==> src/rtl/game_timer_pkg.sv <==
// Shared constants and helpers for the game time base.
package game_timer_pkg;

  localparam int unsigned TIME_W = 20;
  localparam logic [TIME_W-1:0] TIME_WRAP = 20'd999_999;

  // Clock cycles per tick; the caller guarantees an exact integer ratio >= 2.
  function automatic int unsigned div_of(input int unsigned clk_hz,
                                         input int unsigned tick_hz);
    return clk_hz / tick_hz;
  endfunction

endpackage

==> src/rtl/tick_timer_scheduler_arbiter.sv <==
// Round-robin arbiter: one-hot grant over unmasked requests, search starting
// one past the last granted channel.
module rr_arbiter
  import game_timer_pkg::*;
#(
  parameter int unsigned N = 4
) (
  input  logic         clk,
  input  logic         reset_n,
  input  logic [N-1:0] req_i,
  input  logic [N-1:0] mask_i,
  input  logic         advance_i,
  output logic [N-1:0] gnt_c
);

  localparam int unsigned PW = $clog2(N);

  logic [PW-1:0] ptr_q, ptr_d;
  logic [N-1:0]  elig_c;
  logic [PW:0]   idx_w;
  logic [PW-1:0] idx;
  logic          found;

  assign elig_c = req_i & ~mask_i;

  // First eligible channel at or after the pointer, wrapping modulo N.
  always_comb begin
    gnt_c = '0;
    ptr_d = ptr_q;
    found = 1'b0;
    idx_w = '0;
    idx   = '0;
    for (int unsigned k = 0; k < N; k++) begin
      idx_w = {1'b0, ptr_q} + (PW+1)'(k);
      if (idx_w >= (PW+1)'(N)) idx_w = idx_w - (PW+1)'(N);
      idx = PW'(idx_w);
      if (!found && elig_c[idx]) begin
        found      = 1'b1;
        gnt_c[idx] = 1'b1;
        ptr_d      = (idx == PW'(N-1)) ? '0 : idx + PW'(1);
      end
    end
  end

  always_ff @(posedge clk or negedge reset_n) begin
    if (!reset_n) begin
      ptr_q <= '0;
    end else if (advance_i) begin
      ptr_q <= ptr_d;
    end
  end

endmodule

==> src/rtl/tick_timer_scheduler.sv <==
// 100 Hz time base with free-running centisecond count and NUM_CH one-shot
// countdown channels armed through a round-robin req/ack handshake.
module tick_timer_scheduler
  import game_timer_pkg::*;
#(
  parameter int unsigned CLK_HZ  = 50_000_000,
  parameter int unsigned TICK_HZ = 100,
  parameter int unsigned NUM_CH  = 4,
  parameter int unsigned DUR_W   = 16
) (
  input  logic                    clk,
  input  logic                    reset_n,
  input  logic                    pause,
  input  logic [NUM_CH-1:0]       arm_req,
  input  logic [NUM_CH*DUR_W-1:0] arm_dur,
  output logic [NUM_CH-1:0]       arm_ack,
  input  logic [NUM_CH-1:0]       cancel,
  output logic                    tick,
  output logic [TIME_W-1:0]       time_cs,
  output logic [NUM_CH-1:0]       active,
  output logic [NUM_CH-1:0]       expire
);

  localparam int unsigned DIV = div_of(CLK_HZ, TICK_HZ);
  localparam int unsigned PW  = $clog2(DIV);

  logic [PW-1:0]     presc_q, presc_d;
  logic              tick_q;
  logic [TIME_W-1:0] time_q, time_d;
  logic [NUM_CH-1:0] ack_q, active_q, active_d, expire_q, expire_d;
  logic [DUR_W-1:0]  rem_q [NUM_CH];
  logic [DUR_W-1:0]  rem_d [NUM_CH];
  logic [NUM_CH-1:0] gnt_c;
  logic              tick_evt_c;

  rr_arbiter #(.N(NUM_CH)) u_arb (
    .clk       (clk),
    .reset_n   (reset_n),
    .req_i     (arm_req),
    .mask_i    (cancel),
    .advance_i (|gnt_c),
    .gnt_c     (gnt_c)
  );

  // Prescaler wrap is the tick event; it drives time_cs and countdowns on the same edge.
  assign tick_evt_c = !pause && (presc_q == PW'(DIV-1));

  always_comb begin
    presc_d = presc_q;
    time_d  = time_q;
    if (!pause) presc_d = tick_evt_c ? '0 : presc_q + PW'(1);
    if (tick_evt_c) time_d = (time_q == TIME_WRAP) ? '0 : time_q + TIME_W'(1);
  end

  // Per-channel priority: cancel, then reload on grant, then tick decrement.
  always_comb begin
    for (int unsigned c = 0; c < NUM_CH; c++) begin
      rem_d[c]    = rem_q[c];
      expire_d[c] = 1'b0;
      if (cancel[c]) begin
        rem_d[c] = '0;
      end else if (gnt_c[c]) begin
        rem_d[c]    = arm_dur[c*DUR_W +: DUR_W];
        expire_d[c] = (arm_dur[c*DUR_W +: DUR_W] == '0);
      end else if (tick_evt_c && (rem_q[c] != '0)) begin
        rem_d[c]    = rem_q[c] - DUR_W'(1);
        expire_d[c] = (rem_q[c] == DUR_W'(1));
      end
      active_d[c] = (rem_d[c] != '0);
    end
  end

  always_ff @(posedge clk or negedge reset_n) begin
    if (!reset_n) begin
      presc_q  <= '0;
      tick_q   <= 1'b0;
      time_q   <= '0;
      ack_q    <= '0;
      active_q <= '0;
      expire_q <= '0;
      for (int unsigned c = 0; c < NUM_CH; c++) rem_q[c] <= '0;
    end else begin
      presc_q  <= presc_d;
      tick_q   <= tick_evt_c;
      time_q   <= time_d;
      ack_q    <= gnt_c;
      active_q <= active_d;
      expire_q <= expire_d;
      for (int unsigned c = 0; c < NUM_CH; c++) rem_q[c] <= rem_d[c];
    end
  end

  assign tick    = tick_q;
  assign time_cs = time_q;
  assign arm_ack = ack_q;
  assign active  = active_q;
  assign expire  = expire_q;

endmodule

==> config.mk <==
export PLATFORM = sky130hd
export DESIGN_NAME = tick_timer_scheduler
export DESIGN_NICKNAME = d
export VERILOG_FILES = /design/src/rtl/game_timer_pkg.sv /design/src/rtl/tick_timer_scheduler_arbiter.sv /design/src/rtl/tick_timer_scheduler.sv
export SDC_FILE = /design/constraint.sdc
export NUM_CORES = 1
export LEC_CHECK = 0
export BUFFER_PORTS_ARGS = -buffer_cell sky130_fd_sc_hd__buf_4
export CELL_PAD_IN_SITES_DETAIL_PLACEMENT = 0
export CELL_PAD_IN_SITES_GLOBAL_PLACEMENT = 1
export CORE_ASPECT_RATIO = 0.9
export CORE_MARGIN = 5
export CORE_UTILIZATION = 45
export CTS_CLUSTER_DIAMETER = 50
export DETAILED_ROUTE_END_ITERATION = 8
export GPL_TIMING_DRIVEN = 0
export PLACE_DENSITY = 0.89
export SKIP_CTS_REPAIR_TIMING = 1
export SKIP_LAST_GASP = 1
export SLEW_MARGIN = 5
export SYNTH_ARGS = -nofsm -noshare
export SYNTH_HDL_FRONTEND = slang
export SYNTH_SLANG_ARGS = --single-unit
==> constraint.sdc <==
create_clock -name clk -period 9.78 [get_ports clk]
set_clock_uncertainty 0.05 [all_clocks]
set_input_delay 1.467 -clock clk [delete_from_list [all_inputs] [get_ports clk]]
set_output_delay 1.467 -clock clk [all_outputs]
set_load 0.05 [all_outputs]
==> results_dict.tcl <==
set metrics [dict create \
    nets 1070 \
    synth_edf_count 0 \
    irDropWorstVdd_mv 0.138 \
    synthCells 847 \
    max_stage_delay_ps 470 \
    critical_path.cell_chain "buf_4, nand2b_1, nor2_1, nand2_1, clkinv_1, clkbuf_1, nand4_1, xor2_1, nand4_1, a2111oi_1, o311ai_1" \
    hp-start "presc_q[4]" \
    report.final.slew_viol_count 0 \
    timing.rr.start "u_arb.ptr_q[0]" \
    drt_iter0_markers 474 \
    finalWorstSetupSlack_ps 5590 \
    synth_top_flop_cell "dfrtp_1" \
    numPortBuffers 107 \
    placed_area_um2 8640 \
    relSlewSlack_pct 20.6 \
    status "finished clean" \
    fin_util_pct 56.8 \
    synth_top_cells_by_area "dfrtp_1 (39%), nor2_1 (6.5%), xnor2_1 (5.8%)" \
    yosys_warnings 0 \
    worstSetupStartpointType "input pin" \
    gp_congestion 0.909 \
    hold_viol 0 \
    cp_num_buf_inv 3 \
    rows 44 \
    synth_top_area_share_pct 39.1 \
    clk_latency_ps 420 \
    fmax_mhz 239 \
    die_area_um2 19500 \
    worstHoldPathType "flip-flop to flip-flop" \
    antenna_found_initial 0 \
    post-place-ws_ps 5260 \
    r2r_cells 10 \
    critPathSlowestCell "nor2_1" \
    required_ps 9990 \
    setup_viol 0 \
    die-height_um 133 \
    cts.path.max_buffers 2 \
    cts_buffers 17 \
    cts_tree "yes" \
    htree_levels 4 \
    layout-drive-gt1-share_pct 17.6 \
    die_w_um 146 \
    numClockSinks 118 \
    wirelength_um 20500 \
    fin_crit_ps 4190 \
    grtUsageTotal_pct 21.2 \
    clkTransAtPathRegs_ps 60 \
    antennaDiodeCount 0 \
    routed_via_density 5.72 \
    rsz0062_at_grt "no" \
    core_um2 16300 \
    holdPathStages 1 \
    yosysSeqAreaShare_pct 39.1 \
    top_level_ports 108 \
    crit_start "pause" \
    final_area_um2 9260 \
    synth_cell_type_count 67 \
    syn_area_um2 7540 \
    worstSetupEndpointType "flip-flop" \
    via_count 6826 \
    start_util_pct 46.3 \
    path_max_fanout 10 \
    wl_per_cell_um 17.1 \
    async_flop_share_pct 100 \
    grt_pass1_vias 6528 \
    syn_avg_cell_area_um2 8.91 \
    syn2layout_area_growth_pct 22.7 \
    antenna_left 0 \
    grt_pass1_wl_um 33800 \
    drt_pre_antenna_iters 6 \
    synth_fp_nets 943 \
    grt_max_degree 70 \
    yosysMostFrequentCell "nor2_1" \
    path_depth 11 \
    max_slew.worst_pin.slew_ps 1180 \
    root_buffer "clkbuf_16" \
    leakage_nw 4.00 \
    setup_tns_ps 0 \
    drcViolationCount 0 \
    yosys.area.top_type "dfrtp_1" \
    p_per_area_nw_per_um2 293 \
    cp.arrival_ps 4400 \
    cp_common_cell "nand4_1" \
    post-dp-hpwl_um 15100 \
    synth-seq-cells 118 \
    path_delay_family "simple AND/OR/NAND/NOR gates" \
    setup.worst_path.class "input pin to flip-flop" \
    ys_top_cells_by_count "nor2_1 (130), dfrtp_1 (118), nand2_1 (59), xnor2_1 (50), nand3_1 (42)" \
    maxCapViolCount 0 \
    min_period_over_period_pct 42.9 \
    grt.overflow.total 0 \
]
worst register-to-register path, delay by kind of cell (launching register included):
family                     cells  cell delay, ps
muxes                          1             260
and+or+nand+nor                2             500
DFF                            1             580
AOI/OAI and AO/OA              3            1160
buffers and inverters          3             810
adders and majority gates      1             420
cell type report:
class                           count  area [um2]
Buffer                             39         183
Clock buffer                       21         470
Clock inverter                     11         148
Fill cell                        1529        7040
Inverter                           21        81.3
Multi-Input combinational cell    669        4330
Sequential cell                   118        2950
Tap cell                          207         259
Timing Repair Buffer              108         835
kinds of logic (layout without fill, tap and decap cells):
family,after synthesis,count (layout),share of synthesized area (%)
AO/OA/AOI/OAI,127,127,12.6
multiplexers,16,16,2.50
adder cells (fa/ha/maj),21,21,3.48
buffers and inverters,60,200,3.50
flip-flops,118,118,39.1
AND/OR/NAND/NOR,416,416,28.4
XOR/XNOR,89,89,10.3
layer usage:
metal	share of wire (%)	GRT usage [%]
met5	0	0
met1	49	31.2
met3	4.9	4.82
met2	45	31.6
met4	1.2	5.33
power breakdown:
part / switching, mW / total (mW) / internal [mW]
clock network: 0.232 / 0.653 / 0.421
logic: 0.801 / 1.31 / 0.505
registers: 0.137 / 0.755 / 0.618
through the flow:
stage	hold WS [ps]	cells	total power, mW
5_1_grt	471	1194	2.90
2_1_floorplan	392	847	1.70
3_5_place_dp	413	1162	2.03
6_report	425	1194	2.71
4_1_cts	422	1194	2.70
3_3_place_gp	409	1161	2.03
sequential cells by signal, summed over array words and instances, names as in the netlist:
name / cells
time_cs: 20
tick: 1
u_arb.ptr_q: 2
presc_q: 19
expire: 4
rem_q: 64
arm_ack: 4
active: 4
path summary, 6_finish.rpt:
path | to | slack (ps)
min in group asynchronous | rem_q[9] | 930
worst max-delay path | active[2] | 5590
worst max register to register | rem_q[12] | 5880
worst min-delay path | presc_q[4] | 430
max in group asynchronous | time_cs[16] | 8040
worst min register to register | presc_q[4] | 430
cell usage in the layout, fill, tap and decap left out, types with 13 or more instances in the layout:
| cell | Yosys | final |
|---|---|---|
| dfrtp_1 | 118 | 118 |
| nor2_1 | 130 | 130 |
| clkbuf_1 | 23 | 24 |
| nand4_1 | 30 | 30 |
| nor4_1 | 26 | 26 |
| nor3_1 | 35 | 35 |
| or4_1 | 14 | 14 |
| nand2_1 | 59 | 59 |
| inv_1 | 16 | 16 |
| a21oi_1 | 29 | 29 |
| ha_1 | 21 | 21 |
| xor2_1 | 39 | 39 |
| nand3_1 | 42 | 42 |
| buf_4 | 2 | 108 |
| nand2b_1 | 13 | 13 |
| clkbuf_16 | 0 | 17 |
| a211oi_1 | 41 | 41 |
| xnor2_1 | 50 | 50 |
Note: power is estimated with default switching activity, not from simulation.
